===== src/rtl/usb4_lane_block_encoder.sv =====
// Per-lane USB4 TX block encoder: gathers lane bytes into 66b (Gen2) / 132b (Gen3) blocks
// or passes single bytes (Gen4), with a valid/ready handshake and a one-block output register.
module usb4_lane_block_encoder #(
  parameter int unsigned NUM_LANES      = 2,
  parameter logic [3:0]  TRANSPORT_DSEL = 4'd8,
  parameter logic [3:0]  IDLE_DSEL      = 4'd9
) (
  input  logic                       enc_clk,
  input  logic                       rst,
  input  logic                       enable,
  input  logic [1:0]                 gen_speed,
  input  logic [3:0]                 d_sel,
  input  logic [8*NUM_LANES-1:0]     lane_tx_in,
  input  logic                       in_valid,
  output logic                       in_ready,
  output logic [132*NUM_LANES-1:0]   lane_tx_enc,
  output logic                       out_valid,
  input  logic                       out_ready,
  output logic                       enable_ser,
  output logic                       new_sym
);

  localparam int unsigned BLK_W     = 132;
  localparam int unsigned DATA_W    = 128;
  localparam int unsigned MAX_BYTES = 16;
  localparam logic [1:0]  GEN4      = 2'd0;
  localparam logic [1:0]  GEN3      = 2'd1;
  localparam logic [1:0]  GEN2      = 2'd2;
  localparam logic [1:0]  GEN_RSVD  = 2'd3;

  logic [3:0]                              byte_cnt_q, byte_cnt_d;
  logic [1:0]                              gen_q, gen_d;
  logic                                    transport_q, transport_d;
  logic [NUM_LANES-1:0][MAX_BYTES-1:0][7:0] gath_q, gath_d;
  logic [NUM_LANES*BLK_W-1:0]              enc_q, enc_d;
  logic                                    out_valid_q, out_valid_d;
  logic                                    enable_ser_q, enable_ser_d;
  logic                                    new_sym_q, new_sym_d;

  logic [3:0]                              cnt_eff, last_idx, hdr;
  logic [2:0]                              hdr_w;
  logic                                    accept, idle_drop, last_byte, transport_c;
  logic [NUM_LANES-1:0][DATA_W-1:0]        data_c;
  logic [NUM_LANES*BLK_W-1:0]              blk_c;

  // A gen_speed change since the last cycle abandons any partial block.
  always_comb begin
    case (gen_speed)
      GEN3:    begin last_idx = 4'd15; hdr_w = 3'd4; hdr = transport_q ? 4'b1010 : 4'b0101; end
      GEN2:    begin last_idx = 4'd7;  hdr_w = 3'd2; hdr = transport_q ? 4'b0010 : 4'b0001; end
      default: begin last_idx = 4'd0;  hdr_w = 3'd0; hdr = 4'b0000; end
    endcase
    cnt_eff     = (gen_speed == gen_q) ? byte_cnt_q : 4'd0;
    in_ready    = rst & enable & (gen_speed != GEN_RSVD) &
                  ((cnt_eff != last_idx) | ~out_valid_q | out_ready);
    accept      = in_valid & in_ready;
    idle_drop   = (cnt_eff == 4'd0) & (d_sel == IDLE_DSEL);
    last_byte   = (cnt_eff == last_idx);
    transport_c = (cnt_eff == 4'd0) ? (d_sel == TRANSPORT_DSEL) : transport_q;
  end

  // Assemble {byte N-1 .. byte 0, header} per lane; the incoming byte is the last one.
  always_comb begin
    data_c = '0;
    blk_c  = '0;
    for (int l = 0; l < NUM_LANES; l++) begin
      for (int k = 0; k < MAX_BYTES; k++) begin
        if (4'(k) < last_idx)
          data_c[l][8*k +: 8] = gath_q[l][k];
        else if (4'(k) == last_idx)
          data_c[l][8*k +: 8] = lane_tx_in[8*l +: 8];
      end
      blk_c[BLK_W*l +: BLK_W] = ({4'b0000, data_c[l]} << hdr_w) | BLK_W'(hdr);
    end
  end

  always_comb begin
    byte_cnt_d   = cnt_eff;
    gen_d        = gen_speed;
    transport_d  = transport_q;
    gath_d       = gath_q;
    enc_d        = enc_q;
    out_valid_d  = out_valid_q & ~out_ready;
    enable_ser_d = enable_ser_q;
    new_sym_d    = 1'b0;
    if (!enable) begin
      byte_cnt_d   = 4'd0;
      transport_d  = 1'b0;
      gath_d       = '0;
      enc_d        = '0;
      out_valid_d  = 1'b0;
      enable_ser_d = 1'b0;
    end else if (accept && !idle_drop) begin
      if (last_byte) begin
        byte_cnt_d   = 4'd0;
        enc_d        = blk_c;
        out_valid_d  = 1'b1;
        new_sym_d    = 1'b1;
        enable_ser_d = 1'b1;
      end else begin
        byte_cnt_d  = 4'(cnt_eff + 4'd1);
        transport_d = transport_c;
        for (int l = 0; l < NUM_LANES; l++)
          gath_d[l][cnt_eff] = lane_tx_in[8*l +: 8];
      end
    end
  end

  always_ff @(posedge enc_clk or negedge rst) begin
    if (!rst) begin
      byte_cnt_q   <= 4'd0;
      gen_q        <= GEN4;
      transport_q  <= 1'b0;
      gath_q       <= '0;
      enc_q        <= '0;
      out_valid_q  <= 1'b0;
      enable_ser_q <= 1'b0;
      new_sym_q    <= 1'b0;
    end else begin
      byte_cnt_q   <= byte_cnt_d;
      gen_q        <= gen_d;
      transport_q  <= transport_d;
      gath_q       <= gath_d;
      enc_q        <= enc_d;
      out_valid_q  <= out_valid_d;
      enable_ser_q <= enable_ser_d;
      new_sym_q    <= new_sym_d;
    end
  end

  assign lane_tx_enc = enc_q;
  assign out_valid   = out_valid_q;
  assign enable_ser  = enable_ser_q;
  assign new_sym     = new_sym_q;

endmodule


===== config.mk =====
export PLATFORM = sky130hd
export DESIGN_NAME = usb4_lane_block_encoder
export DESIGN_NICKNAME = d
export VERILOG_FILES = /design/src/rtl/usb4_lane_block_encoder.sv
export SDC_FILE = /design/constraint.sdc
export NUM_CORES = 1
export LEC_CHECK = 0
export ABC_AREA = 0
export CAP_MARGIN = 15
export CORE_MARGIN = 2
export CORE_UTILIZATION = 58
export CTS_CLUSTER_SIZE = 20
export DETAILED_ROUTE_END_ITERATION = 6
export PLACE_DENSITY = 0.81
export RECOVER_POWER = 25
export SYNTH_ARGS = -nofsm -noshare
export SYNTH_HDL_FRONTEND = slang
export SYNTH_SLANG_ARGS = --single-unit

===== constraint.sdc =====
create_clock -name enc_clk -period 3.66 [get_ports enc_clk]
set_input_delay 0.366 -clock enc_clk [delete_from_list [all_inputs] [get_ports enc_clk]]
set_output_delay 0.366 -clock enc_clk [all_outputs]
set_load 0.1 [all_outputs]

# --- Yosys cells after proc, flatten, opt, wreduce, memory -nomap -nowiden ---
# Index checks and enable logic that the tools add are counted.
word_totals:
  reg_bits: 530
  word_cells: 203
op_classes:
  n_addsub: 1
  n_lt_le_gt_ge: 18
  eq_ne: 27
  n_shift: 2
  n_mux: 96
  bitwise: 12
  n_reduce_logical: 8
ops:
  columns: ["cell", "count"]
  rows:
  - ["2-to-1 mux 264 bit", 3]
  - ["2-to-1 mux 256 bit", 3]
  - ["2-to-1 mux 8 bit", 65]
  - ["bitwise OR 132 x 4 -> 132 bit", 2]
  - ["<< shifter 128 x 3 -> 132 bit", 2]
  - ["bitwise mux 128 bit", 2]
  - ["demux 8 bit (select 4 bit)", 1]
  - ["equality test 4 bit (first input constant)", 8]
  - ["< comparator 4 bit (first input constant)", 8]
  - ["2-to-1 mux 4 bit", 5]
  - ["equality test 3 x 4 -> 1 bit (first input constant)", 4]
  - ["< comparator 3 x 4 -> 1 bit (first input constant)", 4]
  - ["case mux 4 bit (2 select lines)", 2]
  - ["2-to-1 mux 1 bit", 13]
  - ["equality test 2 x 4 -> 1 bit (first input constant)", 2]
  - ["equality test 4 bit (second input constant)", 2]
  - ["zero test 4 bit", 2]
  - ["< comparator 1 x 4 -> 1 bit (first input constant)", 2]
  - ["< comparator 2 x 4 -> 1 bit (first input constant)", 2]
  - ["bitwise AND 1 bit", 6]
  - ["inequality test 2 x 1 -> 1 bit (second input constant)", 3]
  - ["case mux 3 bit (2 select lines)", 1]
  - ["< comparator 4 x 5 -> 1 bit (second input constant)", 1]
  - ["adder 4 x 1 -> 4 bit (second input constant)", 1]
  - ["other kinds (15)", 20]

# --- Depth between registers and ports, before layout ---
# Gate-level depths: netlist of run 1.
logic_depth:
  word_depth: 10
  mapped_depth: 12
  mapped_depth_nobuf: 9

# --- Least setup slack after synthesis of run 1 ---
# OpenSTA, ideal clock, no wires.
synth_timing:
  path_type: "input to output"
  from: "in gen_speed[0]"
  to: "out in_ready"
  t_arrival_ns: 2.756
  required_time_ns: 3.294
  path_slack_ns: 0.538
  cell_stages: 6
  path_buffers: 0
  cell_sequence: "inv_1 -> ha_1 -> inv_2 -> a31oi_2 -> o211a_1 -> a21oi_1"
synth_via:
  elab_chain_len: 6
synth_lines:
  columns: ["element", "line_no", "rtl"]
  rows:
  - ["start: declaration", "11", "input logic [1:0] gen_speed,"]
  - ["equality test 2 bit (tied with other cells)", "48", "case (gen_speed)"]
  - ["case mux 4 bit (2 select lines) / 2-to-1 mux 4 bit (equally long branches)", "48, 53", null]
  - ["inequality test 4 bit", "55", "((cnt_eff != last_idx) | ~out_valid_q | out_ready);"]
  - ["bitwise OR 1 bit (2 in a row)", "55", null]
  - ["bitwise AND 1 bit (*)", "54", "in_ready = rst & enable & (gen_speed != GEN_RSVD) &"]
  - ["end: declaration", "15", "output logic in_ready,"]
# Mark *: on every way between the ends. The rest lies on a longest branch, timed or not.

# --- Final worst setup path of run 1 ---
# Ends and elaborated chain as after synthesis.

==> results of run 1 <==
## cells in the final DEF (no fill, tap or decap), types with 8 or more instances in the layout
cell type / n
mux2i_1: 496
mux2_2: 127
clkdlybuf4s50_1: 289
mux4_2: 8
a21oi_1: 125
clkinv_2: 8
nor3_1: 39
clkbuf_8: 16
clkbuf_16: 55
buf_12: 15
nand2_1: 722
a32oi_1: 17
a21boi_0: 60
a211oi_1: 11
dfrtp_1: 514
clkbuf_1: 13
nand3_1: 27
and3_1: 28
nor2b_1: 74
nor2_1: 66
a22oi_1: 25
o21ai_1: 18
buf_4: 74
inv_1: 8
o21ai_0: 87
o211ai_1: 26
## area by class of cell
type / count / area share (%)
clock buffers: 83 / 4.95
clock inverters: 16 / 0.645
inverters: 10 / 0.113
multi-input cells: 2061 / 41.6
flip-flops and latches: 514 / 38.8
well taps: 615 / 2.32
repair buffers: 387 / 11.6
## timing repair
| item | in CTS | in global routing |
|---|---|---|
| endpoints found under the hold margin | 23 | 0 |
| endpoints found under the setup margin | 0 | 0 |
| hold buffers | 1 | 0 |
## routing by layer
layer	GRT usage (%)	up-vias	routed length [um]
met1	47.2	11300	35100
li1	-	10100	-
met4	11.9	0	3060
met5	0	-	0
met2	50.6	1116	37900
met3	5.64	217	7000
## power groups by stage
| stage | clock, uW | sequential, uW | combinational (uW) |
|---|---|---|---|
| after CTS | 5800 | 5730 | 1270 |
| after global placement | 0 | 5830 | 1250 |
| after floorplan | 0 | 5940 | 688 |
| final | 5760 | 5730 | 1300 |
| after global routing | 6040 | 5730 | 1360 |
| after detailed placement | 0 | 5830 | 1270 |
## stage by stage
step / cell area, um2 / worst slack (ps) / hold WS [ps]
after floorplan: 28100 / 538 / 70.4
after detailed placement: 31300 / 162 / 234
after global routing: 33200 / 461 / 204
final: 33200 / 563 / 197
after global placement: 31300 / 260 / 233
after CTS: 33200 / 667 / 185
## worst max path at each step
stage | cells after the start | to | from
after floorplan | 6 | in_ready | gen_speed[0]
final | 8 | in_ready | gen_speed[0]
after detailed placement | 12 | lane_tx_enc[206] | gen_speed[1]
after global placement | 12 | lane_tx_enc[100] | gen_speed[1]
after CTS | 8 | in_ready | gen_speed[0]
after global routing | 8 | in_ready | gen_speed[0]
## worst max-delay path, stage by stage
cell           delay [ps]
dlygate4sd3_1         670
inv_1                 160
ha_4                  290
nand3b_1              170
nor4b_2               400
o211a_1               320
a21oi_1               140
buf_12                200
## cells by family (layout without fill, tap and decap cells)
kind of cell / after synthesis / after routing / synth area share [%]
adder cells (fa/ha/maj): 9 / 9 / 0.401
AND/OR/NAND/NOR: 1005 / 1005 / 15.7
buffers and inverters: 271 / 496 / 5.32
flip-flops: 514 / 514 / 45.8
multiplexers: 631 / 631 / 23.4
XOR/XNOR: 4 / 4 / 0.178
AO/OA/AOI/OAI: 412 / 412 / 9.19
## state kept, by name, indices dropped and copies added, names as in the netlist
name	flops
byte_cnt_q	4
enable_ser	1
gath_q	240
gen_q	2
lane_tx_enc	264
new_sym	1
out_valid	1
transport_q	1
==> run summary, run 1 <==
Max Clock Freq -> 323 MHz
Pin count of the biggest net entering global routing -> 258
Clock slew at reported path FFs -> 60 ps
Worst setup SP type -> input pin
Top cell type by total area after synthesis -> dfrtp_1
Area of the multi-input gates -> 13800 um2
RSZ-0062 raised after global routing -> no
Syn Inst Count -> 2846
Post-Syn Area -> 28100 um2
DR pass1 iterations -> 7
Gr usage total -> 32.9%
Status -> complete, but fails checks
Worst skew pair latency -> 610 ps
Drt drc -> 0
First-pass GRT wire length -> 130 mm
Part of the power in registers -> 44.8%
Share of cells above drive strength 1 -> 11.3%
H-tree depth -> 2
Gr ovfl total -> 0
Final worst path period share -> 84.6%
Final WL -> 83.1 mm
R2r setup slk -> 640 ps
Critical path peak fanout -> 5
Fin cells -> 3686
Cell Rows -> 80
Ys async rst share -> 100%
Nets -> 3063
Top-area cell type share of the netlist area -> 45.8%
Count leader, synth -> nand2_1
P_int -> 9490 uW
Minimum clock period -> 3100 ps
DP Wirelength -> 55.3 mm
Worst Path Required -> 3290 ps
#FFs+latches synth -> 514
Final ANT Viol Nets -> 0
Post-synthesis cell type count -> 68
Worst R2R Path Depth -> 11
Endpoint class of the critical path -> output pin
Sequential cell area -> 12900 um2
Setup TNS -> 0 ps
Placeable Area -> 47700 um2
CTS sink cnt -> 514
Comb pwr share -> 10.1%
Max_slew headroom -> -2.85%
Number of I/O port buffers -> 294
Commonest cells post-synth -> nand2_1 (722), dfrtp_1 (514), mux2i_1 (496)
Fill count -> 3478
Sw frac -> 25.7%
Sequential share of the synthesized area -> 45.8%
Top cells by area, synth -> dfrtp_1 (46%), mux2i_1 (18%), nand2_1 (9.6%)
Pins Over Slew Limit -> 64
Class of the worst hold path -> input pin to asynchronous set/reset pin
RR Endpoint -> lane_tx_enc[222]
Worst Max-Slew Pin Slew -> 1540 ps
Worst VDD drop -> 0.340 mV
Via Count -> 22700
Ys flop type -> dfrtp_1
Mapped Nets -> 2882
Util after Layout -> 69.5%
Clock Power Share -> 45.1%
Mapped Avg Cell Area -> 9.87 um2
I/O pin cnt -> 295
P_sw -> 3290 uW
Post-CTS Setup Bufs -> 0
Ant diodes -> 0
Die ar. -> 50200 um2
Initial antenna violation count -> 0
Drt via density -> 6.17
Post-Route Skew -> 15.7 ps
Reg-to-Reg Start -> gen_q[1]
Post-DR wirelength/cell -> 22.5 um
Number of max-cap violations -> 1
Dpl cells -> 3585
Critical path type -> input pin to output pin
PnR Total Power -> 12800 uW
Static leakage -> 0.0142 uW
CTS tree -> yes
Power per Cell Area -> 385 nW/um2
Die height -> 224 um
Die X -> 224 um
Placer Congestion -> 0.887
Clock tree buffer depth -> 3
Post-synth EDFFs -> 0
Starting density of the core -> 58.8%
YS warnings -> 0
Final setup fails -> 0
Post-CTS sizing -> 0
Layout area overhead -> 18.1%
Vias in the first global route -> 22600
Failing checks -> capacitance limit, slew limit
Worst EP arrival -> 2730 ps
CTS buffer count -> 53
Final-report hold violation count -> 0
Root buffer cell -> clkbuf_16
DRT iter0 DRCs -> 2555
Power figures use the tool's default switching activity.
==> inputs of run 2 (changes only) <==
Clock period 3.66 ns to 3.1 ns, I/O delays scaled along.
==> run 2 against run 1 <==
- the flow still finishes with violations (capacitance limit, slew limit)
- via count grew 0.53%
- clock-buffer cell count down 9
- cell area about the same
- critical endpoint unchanged
==> run summary, run 2 (synthesis results as in run 1) <==
Number of max-cap violations -> 2 (was 1)
Failing checks -> capacitance limit, slew limit (unchanged)
Setup crit start -> gen_speed[0] (unchanged)
Part of the power in registers -> 43.8% (was 44.8%)
CP cell instances -> dlygate4sd3_1, inv_1, ha_4, nand3b_1, nor4b_2, buf_4, o211a_1, a21oi_1, buf_12 (was dlygate4sd3_1, inv_1, ha_4, nand3b_1, nor4b_2, o211a_1, a21oi_1, buf_12)
Layout area overhead -> 18.0% (was 18.1%)
Final-report hold violation count -> 0 (unchanged)
Area after DPL -> 31300 um2 (about the same)
CP bufs+invs -> 4 (was 3)
Worst stage delay on the critical path -> 690 ps (was 670 ps)
CTS sink cnt -> 514 (unchanged)
DP Wirelength -> 56.2 mm (was 55.3 mm)
Critical path peak fanout -> 5 (unchanged)
Power per Cell Area -> 466 nW/um2 (was 385 nW/um2)
Clock Power Share -> 46.0% (was 45.1%)
First-pass GRT wire length -> 131 mm (was 130 mm)
Critical path type -> input pin to output pin (unchanged)
Post-CTS sizing -> 0 (unchanged)
Placer Congestion -> 0.911 (was 0.887)
Max FFs per register -> 264 (unchanged)
Ant diodes -> 0 (unchanged)
Vias in the first global route -> 22600 (about the same)
Gr usage total -> 33.1% (was 32.9%)
P_int -> 11500 uW (was 9490 uW)
Minimum clock period -> 2820 ps
Root buffer cell -> clkbuf_16 (unchanged)
Final setup fails -> 0 (unchanged)
Commonest non-fill, non-tap cells in the layout -> nand2_1 (722), dfrtp_1 (514), mux2i_1 (496) (unchanged)
CTS tree -> yes (unchanged)
Drt via density -> 6.13 (was 6.17)
Placeable Area -> 47700 um2 (unchanged)
DP Worst Slack -> -156 ps (was 162 ps)
Pin count of the biggest net entering global routing -> 262 (was 258)
Post-CTS Setup Bufs -> 0 (unchanged)
H-tree depth -> 2 (unchanged)
Status -> complete, but fails checks (unchanged)
Gr ovfl total -> 0 (unchanged)
Drt drc -> 0 (unchanged)
Final instance area -> 33200 um2 (about the same)
Initial antenna violation count -> 2 (was 0)
Via Count -> 22900 (was 22700)
Max Clock Freq -> 355 MHz
Post-DR wirelength/cell -> 22.5 um (about the same)
RSZ-0062 raised after global routing -> no (unchanged)
Worst Path Required -> 2790 ps (was 3290 ps)
Worst Max-Slew Pin Slew -> 1760 ps (was 1540 ps)
Max_slew headroom -> -17.0% (was -2.85%)
Share of cells above drive strength 1 -> 18.6% (was 11.3%)
DRT iter0 DRCs -> 2650 (was 2555)
Die ar. -> 50200 um2 (unchanged)
Static leakage -> 0.0148 uW (was 0.0142 uW)
Die X -> 224 um (unchanged)
Starting density of the core -> 58.8% (unchanged)
I/O pin cnt -> 295 (unchanged)
Critical-path top delay cell -> dlygate4sd3_1 (unchanged)
PnR Total Power -> 15400 uW (was 12800 uW)
Family with the most delay on the worst path -> buffers and inverters (unchanged)
Pins Over Slew Limit -> 243 (was 64)
Worst setup margin -> 285 ps (was 563 ps)
Final ANT Viol Nets -> 0 (unchanged)
Die height -> 224 um (unchanged)
Final WL -> 83.8 mm (was 83.1 mm)
Most common cell after layout, fill and taps aside -> nand2_1 (unchanged)
Comb pwr share -> 10.2% (was 10.1%)
Reg-to-Reg Start -> gen_q[0] (was gen_q[1])
DR pass1 iterations -> 6 (was 7)
Worst setup SP type -> input pin (unchanged)
Worst VDD drop -> 0.409 mV (was 0.340 mV)
Worst hold start -> enable
Clock slew at reported path FFs -> 50 ps (was 60 ps)
Nets -> 3106 (was 3063)
Post-Route Skew -> 18.7 ps (was 15.7 ps)
Class of the worst hold path -> input pin to register (was input pin to asynchronous set/reset pin)
CTS buffer count -> 54 (was 53)
Number of I/O port buffers -> 294 (unchanged)
Sw frac -> 25.5% (was 25.7%)
Worst skew pair latency -> 620 ps (was 610 ps)
Endpoint class of the critical path -> output pin (unchanged)
Cell Rows -> 80 (unchanged)
P_sw -> 3940 uW (was 3290 uW)
Worst EP arrival -> 2510 ps (was 2730 ps)
Final worst path period share -> 90.8%
Clock tree buffer depth -> 3 (unchanged)
Fill count -> 3496 (was 3478)
## run 2: power by group through the flow
stage | Clock, uW | Sequential (uW) | Combinational (uW)
after floorplan | 0 | 7020 | 812
after global placement | 0 | 6880 | 1540
after detailed placement | 0 | 6880 | 1550
after CTS | 7140 | 6760 | 1560
after global routing | 7400 | 6760 | 1670
final | 7100 | 6760 | 1580
## run 2: cell type report
| class | count | area (um2) | share of cell area (%) |
|---|---|---|---|
| Timing Repair Buffer | 429 | 3730 | 11.2 |
| Sequential cell | 514 | 12900 | 38.8 |
| Inverter | 10 | 37.5 | 0.113 |
| Clock buffer | 74 | 1580 | 4.76 |
| Tap cell | 615 | 769 | 2.32 |
| Clock inverter | 26 | 369 | 1.11 |
| Multi-Input combinational cell | 2061 | 13800 | 41.7 |
## run 2: worst paths after layout
path / slack [ps] / to / cells after the start
max in group asynchronous: 950 / gath_q[88] / 3
worst max-delay path: 280 / in_ready / 9
worst max register to register: 370 / lane_tx_enc[227] / 11
worst min register to register: 500 / enable_ser / 1
worst min-delay path: 110 / enable_ser / 2
min in group asynchronous: 150 / lane_tx_enc[178] / 2
## run 2: per-layer routing
| layer | vias to the layer above | track usage (%) | part of all wire, % |
|---|---|---|---|
| met4 | 4 | 13.9 | 4.1 |
| met5 | - | 0 | 0.031 |
| li1 | 10200 | - | - |
| met3 | 214 | 5.56 | 7.7 |
| met1 | 11400 | 47.4 | 42 |
| met2 | 1051 | 50.2 | 46 |
## run 2: stage by stage
| step | util [%] | setup TNS [ps] | instances | hold slack [ps] |
|---|---|---|---|---|
| after floorplan | - | 0 | 2846 | 14.4 |
| after global placement | 65.5 | -5270 | 3628 | 191 |
| after detailed placement | 65.5 | -26140 | 3628 | 192 |
| after CTS | 69.6 | 0 | 3729 | 106 |
| after global routing | 69.4 | 0 | 3729 | 130 |
| final | 69.4 | 0 | 3729 | 108 |
## run 2: repair_timing
item	CTS	global route
hold buffers	1	0
endpoints found under the setup margin	0	0
endpoints found under the hold margin	28	0
